## src/rtl/usb_tx_sched_pkg.sv

```systemverilog
// Shared constants and helpers for the USB transmit wire scheduler.
// State encodings stay as plain 2-bit constants so older consumers can reuse them.
package usb_tx_sched_pkg;

  localparam logic [1:0] IDLE  = 2'd0;
  localparam logic [1:0] GRANT = 2'd1;
  localparam logic [1:0] GAP   = 2'd2;

  // Ceiling log2, floored at 1 so the result can always size a vector.
  function automatic int clog2(input int value);
    int r;
    r = 0;
    while ((1 << r) < value) r = r + 1;
    if (r < 1) r = 1;
    return r;
  endfunction

endpackage

```

## src/rtl/usb_rr_pick.sv

```systemverilog
// Combinational pick for a mixed strict-priority / round-robin arbiter.
// Priority-class requesters win by lowest index; others rotate from rrPtr+1.
module usb_rr_pick #(
  parameter int N  = 4,
  parameter int IW = 2
) (
  input  logic [N-1:0]  eligible,
  input  logic [N-1:0]  hipriMask,
  input  logic [IW-1:0] rrPtr,
  output logic          valid,
  output logic [IW-1:0] pick,
  output logic          isHipri
);

  logic [N-1:0] hp;

  function automatic logic [IW-1:0] wrap_idx(input int v);
    return IW'(v % N);
  endfunction

  // Later loop iterations overwrite earlier ones, so the descending scans keep the nearest hit.
  always_comb begin
    hp      = eligible & hipriMask;
    valid   = |eligible;
    isHipri = |hp;
    pick    = '0;
    if (isHipri) begin
      for (int i = N - 1; i >= 0; i--) begin
        pick = hp[IW'(i)] ? IW'(i) : pick;
      end
    end else begin
      for (int off = N; off >= 1; off--) begin
        pick = eligible[wrap_idx(int'(rrPtr) + off)] ? wrap_idx(int'(rrPtr) + off) : pick;
      end
    end
  end

endmodule

```

## src/rtl/usb_tx_wire_sched.sv

```systemverilog
// Shares one USB transmit wire between NUM_REQ sources with priority/RR arbitration,
// a forced idle gap between owners and a hold watchdog that locks out a hung owner.
module usb_tx_wire_sched
  import usb_tx_sched_pkg::*;
#(
  parameter int                 NUM_REQ    = 4,
  parameter logic [NUM_REQ-1:0] HIPRI_MASK = 4'b0100,
  parameter int                 GAP_CYCLES = 2,
  parameter int                 MAX_HOLD   = 4096
) (
  input  logic                       clk,
  input  logic                       rst,
  input  logic [NUM_REQ-1:0]         req,
  input  logic [NUM_REQ-1:0]         reqTxCtl,
  input  logic [2*NUM_REQ-1:0]       reqTxData,
  input  logic [NUM_REQ-1:0]         reqTxFSRate,
  input  logic [NUM_REQ-1:0]         reqTxWEn,
  input  logic                       USBWireRdyIn,
  output logic [NUM_REQ-1:0]         gnt,
  output logic [clog2(NUM_REQ)-1:0]  gntIdx,
  output logic                       busy,
  output logic                       timeoutErr,
  output logic [1:0]                 TxBits,
  output logic                       TxCtl,
  output logic                       TxFSRate,
  output logic                       USBWireWEn,
  output logic                       USBWireRdyOut
);

  localparam int IDX_W  = clog2(NUM_REQ);
  localparam int HOLD_W = clog2(MAX_HOLD + 1);
  localparam int GAP_W  = clog2(GAP_CYCLES + 1);

  logic [1:0]         state_q, state_d;
  logic [NUM_REQ-1:0] gnt_q, gnt_d;
  logic [IDX_W-1:0]   gntIdx_q, gntIdx_d;
  logic [IDX_W-1:0]   rrPtr_q, rrPtr_d;
  logic [NUM_REQ-1:0] lockout_q, lockout_d;
  logic [HOLD_W-1:0]  holdCnt_q, holdCnt_d;
  logic [GAP_W-1:0]   gapCnt_q, gapCnt_d;
  logic               busy_q, busy_d;
  logic               timeoutErr_q, timeoutErr_d;

  logic               pick_valid;
  logic [IDX_W-1:0]   pick_idx;
  logic               pick_hipri;
  logic               owner_req;

  usb_rr_pick #(.N(NUM_REQ), .IW(IDX_W)) u_pick (
    .eligible  (req & ~lockout_q),
    .hipriMask (HIPRI_MASK),
    .rrPtr     (rrPtr_q),
    .valid     (pick_valid),
    .pick      (pick_idx),
    .isHipri   (pick_hipri)
  );

  assign owner_req = req[gntIdx_q];

  always_comb begin
    state_d      = state_q;
    gnt_d        = gnt_q;
    gntIdx_d     = gntIdx_q;
    rrPtr_d      = rrPtr_q;
    holdCnt_d    = holdCnt_q;
    gapCnt_d     = gapCnt_q;
    timeoutErr_d = 1'b0;
    lockout_d    = lockout_q & req;
    case (state_q)
      IDLE: begin
        if (pick_valid) begin
          gnt_d     = NUM_REQ'(1) << pick_idx;
          gntIdx_d  = pick_idx;
          holdCnt_d = '0;
          state_d   = GRANT;
          rrPtr_d   = pick_hipri ? rrPtr_q : pick_idx;
        end else begin
          gnt_d = '0;
        end
      end
      GRANT: begin
        // A release that coincides with the watchdog limit is a normal release.
        if (!owner_req || (MAX_HOLD != 0 && holdCnt_q == HOLD_W'(MAX_HOLD - 1))) begin
          gnt_d = '0;
          if (owner_req) begin
            timeoutErr_d        = 1'b1;
            lockout_d[gntIdx_q] = 1'b1;
          end else begin
            timeoutErr_d = 1'b0;
          end
          if (GAP_CYCLES == 0) begin
            state_d = IDLE;
          end else begin
            state_d  = GAP;
            gapCnt_d = GAP_W'(GAP_CYCLES);
          end
        end else begin
          holdCnt_d = (holdCnt_q == {HOLD_W{1'b1}}) ? holdCnt_q : holdCnt_q + HOLD_W'(1);
        end
      end
      GAP: begin
        gnt_d    = '0;
        gapCnt_d = (gapCnt_q == '0) ? gapCnt_q : gapCnt_q - GAP_W'(1);
        // Leave as the count steps to 1 so the IDLE visit completes the gap.
        if (int'(gapCnt_q) <= 2) begin
          state_d = IDLE;
        end else begin
          state_d = GAP;
        end
      end
      default: begin
        state_d = IDLE;
        gnt_d   = '0;
      end
    endcase
    busy_d = (state_d == GRANT) || (state_d == GAP);
  end

  always_ff @(posedge clk or posedge rst) begin
    if (rst) begin
      state_q      <= IDLE;
      gnt_q        <= '0;
      gntIdx_q     <= '0;
      rrPtr_q      <= IDX_W'(NUM_REQ - 1);
      lockout_q    <= '0;
      holdCnt_q    <= '0;
      gapCnt_q     <= '0;
      busy_q       <= 1'b0;
      timeoutErr_q <= 1'b0;
    end else begin
      state_q      <= state_d;
      gnt_q        <= gnt_d;
      gntIdx_q     <= gntIdx_d;
      rrPtr_q      <= rrPtr_d;
      lockout_q    <= lockout_d;
      holdCnt_q    <= holdCnt_d;
      gapCnt_q     <= gapCnt_d;
      busy_q       <= busy_d;
      timeoutErr_q <= timeoutErr_d;
    end
  end

  always_comb begin
    if (|gnt_q) begin
      TxBits     = reqTxData[{gntIdx_q, 1'b0} +: 2];
      TxCtl      = reqTxCtl[gntIdx_q];
      TxFSRate   = reqTxFSRate[gntIdx_q];
      USBWireWEn = reqTxWEn[gntIdx_q];
    end else begin
      TxBits     = 2'b00;
      TxCtl      = 1'b0;
      TxFSRate   = 1'b0;
      USBWireWEn = 1'b0;
    end
  end

  assign gnt           = gnt_q;
  assign gntIdx        = gntIdx_q;
  assign busy          = busy_q;
  assign timeoutErr    = timeoutErr_q;
  assign USBWireRdyOut = USBWireRdyIn;

endmodule

```

## config.mk

```make
export PLATFORM = sky130hd
export DESIGN_NAME = usb_tx_wire_sched
export DESIGN_NICKNAME = d
export VERILOG_FILES = /design/src/rtl/usb_tx_sched_pkg.sv /design/src/rtl/usb_rr_pick.sv /design/src/rtl/usb_tx_wire_sched.sv
export SDC_FILE = /design/constraint.sdc
export NUM_CORES = 1
export LEC_CHECK = 0
export ABC_AREA = 1
export BUFFER_PORTS_ARGS = -buffer_cell sky130_fd_sc_hd__buf_2
export CAP_MARGIN = 5
export CORE_ASPECT_RATIO = 0.75
export CORE_MARGIN = 2
export CORE_UTILIZATION = 55
export CTS_CLUSTER_SIZE = 40
export DETAILED_ROUTE_END_ITERATION = 8
export GPL_ROUTABILITY_DRIVEN = 0
export GPL_TIMING_DRIVEN = 0
export PLACE_DENSITY = 0.8
export SYNTH_ARGS = -nofsm -noshare
export SYNTH_HDL_FRONTEND = slang
export SYNTH_SLANG_ARGS = --single-unit
```

## constraint.sdc

```tcl
create_clock -name clk -period 1.7 [get_ports clk]
set_input_delay 0 -clock clk [delete_from_list [all_inputs] [get_ports clk]]
set_output_delay 0 -clock clk [all_outputs]
set_load 0.1 [all_outputs]
```

==> metrics.csv, run 1 <==
metric,value,unit
GRT Total Usage,26.1,%
PD cells,1960,nW/um^2
layout cell share with drive strength beyond 1,37.0,%
"Seq/Total Area, Yosys",39.2,%
Final Skew,0.00977,ns
syn avg cell area,7.27,um^2
status,"finished, violations left",
Critical Path Sink Type,flop,
Hold Slack,0.0320,ns
Synth area leaders,"dfrtp_1 37%, nand2_1 16%, nand3_1 8.1%",
Synth Register Bits,31,
Placed Cells,352,
Slowest cell on crit path,dfrtp_1,
Fill cells,199,
vias in the first global route,1832,
CP Data Arrival Time,1.89,ns
Hold Crit Class,in2reg,
port bufs,39,
CP top delay family,simple AND/OR/NAND/NOR gates,
Critical Path RT,1.88,ns
DIE AREA,4110,um^2
Area Overhead vs Synth,40.5,%
Final Hold Viols,0,
DRT Pass-1 Iters,5,
syn_nets,303,
failing checks,setup timing,
Routed Antenna Nets,0,
Worst-Skew Late Latency,0.29,ns
first-pass GRT wire length,8330,um
hold path startpoint,req[2],
Fmax,585,MHz
DRT Wirelength,5590,um
fin. max-slew vios,0,
MaxCap Viol Count,0,
Tcrit/Tclk final,101,%
capture point of the worst reg-to-reg path,holdCnt_q[4],
overall die height,56.0,um
Starting Density,58.7,%
Rel. slew slack,53.8,%
Post-Synth XOR/XNOR Area,3.97,%
vias per cell,5.49,
grt total ovfl,0,
most frequent CP cell,nand2_2,
CP bufs+invs,2,
RSZ-0062 raised after global routing,true,
Final Setup Violations,3,
Setup crit start kind,flop,
CTS Sinks,31,
dominant cell type by area after synthesis,dfrtp_1,
largest family of logic cells by synthesized area,simple AND/OR/NAND/NOR gates,
Starting DRT DRC Count,239,
Compound-Gate Fraction of Synth Area,10.9,%
"Min Clock Period, post-route",1.71,ns
chip width,73.4,um
Simple-Gate Fraction of Synth Area,35.1,%
Routed WL per cell,14.7,um
Tot Pwr,5470,uW
pre-CTS WS,-0.144,ns
Slew @ Worst Pin,0.693,ns
I/O pins,41,
post-synthesis adder-cell area fraction,1.89,%
r2r setup slk,-0.009,ns
largest net degree at the start of global routing,32,
Final nets,370,
core area,3380,um^2
Vias,2090,
Yosys top cell area share,36.6,%
# diodes,0,
antenna violations before repair,0,
Static Leak,0.00137,uW
fin cells,381,
FP Rows,18,
htree depth,2,
post-place instance area,2350,um^2
Min-Delay Endpoint,lockout_q[2],
clock-pin slew on the worst setup and hold paths,0.08,ns
post-layout instance area,2790,um^2
maximum VDD drop,1.65,mV
drt drc,0,
Hold Path Stages,3,
Yosys cell types,34,
Syn Inst Count,273,
crit-path max cell delay,0.41,ns
"Cell Chain, Critical Path",nand2_2 -> nor2_4 -> nand3_2 -> nand3b_1 -> nand2_2 -> nand2_4 -> nand2_4 -> inv_4 -> buf_6 -> nand2_2 -> nand2_1,
clk buf depth,2,
FF-to-FF path depth,11,
CTS tree,built,
CTS Buf Count,5,
worst-path fanout max,5,
r2r startpoint,holdCnt_q[5],
Yosys Warn Count,0,
hpwl dp,3490,um
crit path kind,reg2reg,
Synth Cell Area,1980,um^2
Worst Slack Setup Final,-0.00875,ns
post-synthesis mux area share,0,%
clk root buf,clkbuf_8,
## layer usage
metal	vias to the layer above	track usage (%)	share of wire (%)
met5	-	0	0
met4	0	7.53	1.7
met3	15	5.80	5.3
met2	85	38.2	47
met1	978	38.4	46
li1	1012	-	-
## worst min-delay path: cells and delay by family
| kind | cells | cell delay [ns] |
|---|---|---|
| compound gates | 1 | 0.09 |
| buf+inv | 2 | 0.19 |
## timing repair
action                                  CTS  global route
gates cloned                              1             0
resized for setup                        16            27
hold buffers                              1             1
endpoints found under the setup margin   23            29
buffers inserted                          6            13
pin swaps                                 7            13
hold endpoints to repair                  1            14
## Yosys cell counts, drive strengths merged
master,number
or2,1
nor4,1
dfstp,2
o2111ai,1
nand3,33
o21bai,2
buf,6
xnor2,1
o21a,2
a21oi,2
nand2,88
o21ai,15
xor2,8
inv,35
nor3,2
a22oi,5
nor2,27
nand3b,1
ha,3
a31oi,5
dfrtp,29
o22ai,1
nand4,3
## worst max path at each step
stage | cells after the start | start | to | slack [ns]
floorplan | 12 | gntIdx[0] | holdCnt_q[9] | -0.05
finish | 11 | holdCnt_q[5] | holdCnt_q[4] | -0.009
global route | 11 | holdCnt_q[5] | holdCnt_q[9] | -0.1
global placement | 10 | holdCnt_q[0] | holdCnt_q[4] | -0.11
detailed placement | 10 | holdCnt_q[0] | holdCnt_q[3] | -0.14
CTS | 11 | holdCnt_q[5] | holdCnt_q[3] | -0.009
## layout make-up
class	instances	area, um^2	area share [%]
Sequential cell	31	795	28.5
Buffer	4	38.8	1.39
Clock inverter	3	43.8	1.57
Inverter	35	139	4.98
Multi-Input combinational cell	201	1210	43.4
Tap cell	40	50.0	1.80
Clock buffer	5	68.8	2.47
Timing Repair Buffer	62	442	15.8
## registers in the layout, indices dropped and copies added, names as in the netlist
name        cells
holdCnt_q      13
gnt             4
lockout_q       4
gapCnt_q        2
gntIdx          2
rrPtr_q         2
state_q         2
busy            1
timeoutErr      1
## report_power, final
part           internal, uW  switching (uW)
combinational          1160            2440
clock                   436             304
sequential              931             207
total                  2520            2950
## placed cells by master, fill, tap and decap left out, types with 2 or more instances in the layout
cell type and count:
nand3_2 4, nand2_1 72, clkbuf_8 5, buf_2 35, dfrtp_2 7, dfrtp_4 2, inv_1 30, a22oi_1 5
dlygate4sd3_1 2, o21a_1 2, ha_1 2, o21bai_1 2, nand2_2 14, nor2_4 5, nor2_1 22, o21ai_1 5
nand4_1 3, dfrtp_1 20, a31oi_4 5, dfstp_2 2, inv_2 3, nand3_1 29, a21oi_1 2, o21ai_2 3
o21ai_0 7, buf_6 8, nand2_4 2, buf_4 17, xor2_1 8
## stage by stage
stage | util (%) | setup TNS (ns)
after floorplan | - | -0.509
after global placement | 69.7 | -0.864
after detailed placement | 69.7 | -1.30
after CTS | 76.5 | -0.00933
after global routing | 82.5 | -1.15
final | 82.5 | -0.0216
## logic make-up after synthesis
kind of cell    count (synthesis)
flops                          31
simple gates                  156
buf+inv                        41
fa+ha+maj                       3
compound gates                 33
xor+xnor                        9
Power figures use the tool's default switching activity.
==> inputs of run 2 (changes only) <==
==> constraint.sdc (replaced) <==
create_clock -name clk -period 1.7 [get_ports clk]
set_input_delay 0.51 -clock clk [delete_from_list [all_inputs] [get_ports clk]]
set_output_delay 0.51 -clock clk [all_outputs]
set_load 0.1 [all_outputs]
==> metrics.csv, run 2 (synthesized netlist as in run 1, its figures left out) <==
metric,value,unit,change
first-pass GRT wire length,8790,um,was 8330 um
Critical Path RT,1.19,ns,was 1.88 ns
largest net degree at the start of global routing,32,,unchanged
MaxCap Viol Count,0,,unchanged
met2 WL,2770,um,was 2620 um
FF-to-FF path depth,14,,was 11
"Min Clock Period, post-route",2.17,ns,was 1.71 ns
Starting DRT DRC Count,203,,was 239
crit path kind,reg2out,,was reg2reg
Largest register FFs,13,,unchanged
# diodes,0,,unchanged
grt total ovfl,0,,unchanged
Area Overhead vs Synth,45.0,%,was 40.5%
FP Rows,18,,unchanged
Fmax,461,MHz,was 585 MHz
Worst Slack Setup Final,-0.470,ns,was -0.00875 ns
Fill cells,183,,was 199
clk root buf,clkbuf_8,,unchanged
hpwl dp,3580,um,was 3490 um
clock-pin slew on the worst setup and hold paths,0.07,ns,was 0.08 ns
Switching Share,52.5,%,was 53.9%
overall die height,56.0,um,unchanged
vias in the first global route,1930,,"was 1,832"
CP Data Arrival Time,1.66,ns,was 1.89 ns
Final Skew,0.00610,ns,was 0.00977 ns
I/O pins,41,,unchanged
fin. max-slew vios,0,,unchanged
power share of the sequential group,17.8,%,was 20.8%
CTS tree,built,,unchanged
pre-CTS WS,-0.365,ns,was -0.144 ns
DRT Wirelength,5820,um,was 5590 um
failing checks,setup timing,,unchanged
DRT Pass-1 Iters,6,,was 5
Rel. slew slack,57.9,%,was 53.8%
CTS Sinks,31,,unchanged
Vias,2126,,"was 2,090"
WL met3,322,um,was 298 um
RSZ-0062 raised after global routing,true,,unchanged
layout cell share with drive strength beyond 1,39.6,%,was 37.0%
PD cells,2080,nW/um^2,was 1960 nW/um^2
Final Setup Violations,34,,was 3
largest reg by FF count,holdCnt_q,,unchanged
CTS Buf Count,5,,unchanged
Starting Density,58.7,%,unchanged
GRT Total Usage,27.5,%,was 26.1%
most frequent cells in the layout,"71 x nand2_1, 34 x buf_2, 28 x inv_1",,"was 72 x nand2_1, 35 x buf_2, 30 x inv_1"
status,"finished, violations left",,unchanged
Worst-Skew Late Latency,0.29,ns,about the same
htree depth,2,,unchanged
Routed WL per cell,15.4,um,was 14.7 um
clk buf depth,2,,unchanged
vias per cell,5.62,,was 5.49
drt drc,0,,unchanged
Critical Path Sink Type,output pin,,was flop
Final Hold Viols,0,,unchanged
Comb power frac,69.8,%,was 65.7%
antenna violations before repair,0,,unchanged
met1 wire length,2630,um,was 2590 um
DIE AREA,4110,um^2,unchanged
Static Leak,0.00139,uW,was 0.00137 uW
Setup crit start kind,flop,,unchanged
sw power,3140,uW,was 2950 uW
Routed Antenna Nets,0,,unchanged
Hold Slack,0.286,ns,was 0.0320 ns
worst-path fanout max,6,,was 5
Slew @ Worst Pin,0.631,ns,was 0.693 ns
chip width,73.4,um,unchanged
port bufs,39,,unchanged
total internal power,2850,uW,was 2520 uW
top layer in use,met4,,unchanged
"most common cell after layout, fill and taps aside",nand2_1,,unchanged
Final nets,367,,was 370
Hold Crit Class,in2async,,was in2reg
maximum VDD drop,1.91,mV,was 1.65 mV
core area,3380,um^2,unchanged
Tcrit/Tclk final,128,%,was 101%
Clk pwr share,12.5,%,was 13.5%
==> run 2: power by group through the flow <==
stage / logic, uW / registers, uW / clock network (uW)
detailed placement: 2990 / 1070 / 0
finish: 4180 / 1060 / 748
global route: 4390 / 1080 / 776
floorplan: 2090 / 1450 / 0
CTS: 3730 / 1050 / 738
global placement: 2960 / 1060 / 0
==> run 2: layout make-up <==
class                   instances  area, um^2  share of cell area (%)
clock inverters                 3        43.8                    1.52
repair buffers                 57         464                    16.1
multi-input cells             201        1250                    43.3
plain buffers                   6        71.3                    2.48
clock buffers                   5        68.8                    2.39
well taps                      40        50.0                    1.74
inverters                      35         141                    4.91
flip-flops and latches         31         791                    27.5
==> run 2: critical path: stages (launching register included) <==
cell and delay, ns:
dfrtp_4 0.48, buf_8 0.14, nor2_4 0.22, a22oi_2 0.15, a31oi_4 0.18, buf_12 0.19
==> run 2: layer usage <==
metal / vias up / global-route usage [%]
li1: 1011 / -
met1: 1011 / 39.2
met2: 89 / 42.3
met3: 15 / 6.52
met4: 0 / 6.23
met5: - / 0
==> run 2: repair_timing <==
| item | CTS | global route |
|---|---|---|
| hold buffers | 0 | 0 |
| hold endpoints to repair | 0 | 0 |
| endpoints found under the setup margin | 21 | 36 |
| cloned | 2 | 0 |
| buffers inserted | 12 | 4 |
| pin swaps | 4 | 6 |
| gates resized for setup | 36 | 35 |
==> run 2: per-stage QoR <==
| stage | instance area [um^2] | power (uW) | std cells | utilization (%) | setup TNS, ns |
|---|---|---|---|---|---|
| finish | 2880 | 5990 | 378 | 85.2 | -10.29 |
| global route | 2880 | 6250 | 378 | 85.2 | -12.69 |
| CTS | 2740 | 5510 | 374 | 81.2 | -10.16 |
| detailed placement | 2380 | 4060 | 352 | 70.3 | -4.60 |
| global placement | 2380 | 4030 | 352 | 70.3 | -4.70 |
| floorplan | 2130 | 3540 | 273 | - | -2.79 |
==> run 2: worst paths after layout <==
check	slack [ns]	startpoint	end
max reg2reg	-0.37	gntIdx[1]	holdCnt_q[5]
min reg2reg	0.51	lockout_q[1]	lockout_q[1]
min	0.29	rst	holdCnt_q[4]
max in group asynchronous	0.83	rst	rrPtr_q[0]
max	-0.47	gntIdx[1]	TxBits[0]
min in group clk	0.50	req[1]	lockout_q[1]
==> inputs of run 3 (changes only) <==
- TNS_END_PERCENT: default -> 50
==> metrics.csv, run 3 (synthesized netlist as in run 1, its figures left out) <==
metric,value,unit,change
status,"finished, violations left",,unchanged
failing checks,setup timing,,unchanged
vias per cell,5.50,,was 5.62
Final Hold Viols,0,,unchanged
Area Overhead vs Synth,42.2,%,was 45.0%
Largest register FFs,13,,unchanged
clock-pin slew on the worst setup and hold paths,0.07,ns,about the same
Routed WL per cell,15.2,um,was 15.4 um
Tcrit/Tclk final,127,%,was 128%
FP Rows,18,,unchanged
drt drc,0,,unchanged
crit-path max cell delay,0.42,ns,was 0.48 ns
FF-to-FF path depth,14,,unchanged
Hold Crit Class,in2async,,unchanged
GRT Total Usage,27.4,%,was 27.5%
core area,3380,um^2,unchanged
Fmax,463,MHz,was 461 MHz
CTS Sinks,31,,unchanged
antenna violations before repair,0,,unchanged
# diodes,0,,unchanged
layout cell share with drive strength beyond 1,36.3,%,was 39.6%
Worst Slack Setup Final,-0.460,ns,was -0.470 ns
fin. max-slew vios,0,,unchanged
clk root buf,clkbuf_8,,unchanged
DRT Pass-1 Iters,4,,was 6
CP Data Arrival Time,1.65,ns,was 1.66 ns
Fill cells,194,,was 183
largest reg by FF count,holdCnt_q,,unchanged
PD cells,2070,nW/um^2,was 2080 nW/um^2
most frequent cells in the layout,"77 x nand2_1, 35 x buf_2, 29 x inv_1, 29 x nand3_1, 23 x dfrtp_1",,"was 71 x nand2_1, 34 x buf_2, 28 x inv_1"
Setup crit start kind,flop,,unchanged
Tot Pwr,5840,uW,was 5990 uW
register area,791,um^2,unchanged
chip width,73.4,um,unchanged
"Min Clock Period, post-route",2.16,ns,was 2.17 ns
grt total ovfl,0,,unchanged
CTS tree,built,,unchanged
Slew @ Worst Pin,0.628,ns,was 0.631 ns
Starting Density,58.7,%,unchanged
hpwl dp,3580,um,unchanged
Rel. slew slack,58.1,%,was 57.9%
Routed Antenna Nets,0,,unchanged
DIE AREA,4110,um^2,unchanged
MaxCap Viol Count,0,,unchanged
first-pass GRT wire length,8760,um,was 8790 um
maximum VDD drop,1.93,mV,was 1.91 mV
area of the multi-input gates,1220,um^2,was 1250 um^2
CTS Buf Count,5,,unchanged
CTS hold repair buffers,0,,unchanged
clk buf depth,2,,unchanged
vias in the first global route,1937,,"was 1,930"
crit path kind,reg2out,,unchanged
RSZ-0062 raised after global routing,true,,unchanged
"Cell Chain, Critical Path",buf_8 -> inv_8 -> nor2_4 -> a22oi_2 -> a31oi_4 -> buf_12,,was buf_8 -> nor2_4 -> a22oi_2 -> a31oi_4 -> buf_12
largest net degree at the start of global routing,32,,unchanged
Final Skew,0.00531,ns,was 0.00610 ns
pre-CTS WS,-0.365,ns,unchanged
htree depth,2,,unchanged
I/O pins,41,,unchanged
Final Setup Violations,33,,was 34
Static Leak,0.00137,uW,was 0.00139 uW
Critical Path RT,1.19,ns,about the same
Critical Path Sink Type,output pin,,unchanged
port bufs,39,,unchanged
Vias,2067,,"was 2,126"
Starting DRT DRC Count,231,,was 203
Final nets,365,,was 367
"most common cell after layout, fill and taps aside",nand2_1,,unchanged
DRT Wirelength,5730,um,was 5820 um
overall die height,56.0,um,unchanged
worst-path fanout max,8,,was 6
Slowest cell on crit path,dfrtp_4,,unchanged
Worst-Skew Late Latency,0.29,ns,about the same
## run 3: timing repair
item	in CTS	in global routing
resized for setup	34	19
endpoints found under the setup margin	21	36
pin swaps	4	6
setup buffers	10	4
gates cloned	2	0
## run 3: worst max-delay path: cells and delay by family (launching register included)
kind | cells | cell delay (ns)
buffers and inverters | 3 | 0.37
DFF | 1 | 0.42
and+or+nand+nor | 1 | 0.25
AOI/OAI and AO/OA | 2 | 0.31
## run 3: area by class of cell
| cell class | count | area share [%] |
|---|---|---|
| inverters | 35 | 5.01 |
| clock inverters | 3 | 1.55 |
| multi-input cells | 201 | 43.1 |
| repair buffers | 55 | 15.6 |
| clock buffers | 5 | 2.44 |
| flip-flops and latches | 31 | 28.0 |
| plain buffers | 6 | 2.53 |
| well taps | 40 | 1.77 |
## run 3: worst paths after layout
| check | startpoint | endpoint | slack [ns] |
|---|---|---|---|
| worst max-delay path | gntIdx[0] | TxBits[0] | -0.46 |
| worst min-delay path | rst | holdCnt_q[4] | 0.29 |
| worst max register to register | gntIdx[1] | holdCnt_q[0] | -0.36 |
| worst min register to register | lockout_q[1] | lockout_q[1] | 0.51 |
| max in group asynchronous | rst | rrPtr_q[0] | 0.83 |
| min in group clk | req[1] | lockout_q[1] | 0.51 |
## run 3: power breakdown
group	internal [uW]	leakage, uW	switching [uW]
clock	436	0.0000581	301
sequential	925	0.000399	145
combinational	1410	0.000914	2620
## run 3: per-stage QoR
stage	instance area, um^2	utilization, %	setup TNS, ns	cells	hold WS, ns
6_report	2820	83.6	-9.83	376	0.292
5_1_grt	2820	83.6	-12.74	376	0.355
4_1_cts	2720	80.4	-10.14	372	0.488
3_5_place_dp	2380	70.3	-4.60	352	0.490
3_3_place_gp	2380	70.3	-4.70	352	0.464
2_1_floorplan	2130	-	-2.79	273	0.444
## run 3: routing by layer
metal / global-route usage (%) / vias up / wire (um) / share of wire, %
met4: 6.75 / 0 / 110 / 1.9
met1: 39.6 / 961 / 2600 / 45
met3: 6.16 / 21 / 387 / 6.8
met5: 0 / - / 0 / 0
li1: - / 1004 / - / -
met2: 41.4 / 81 / 2630 / 46
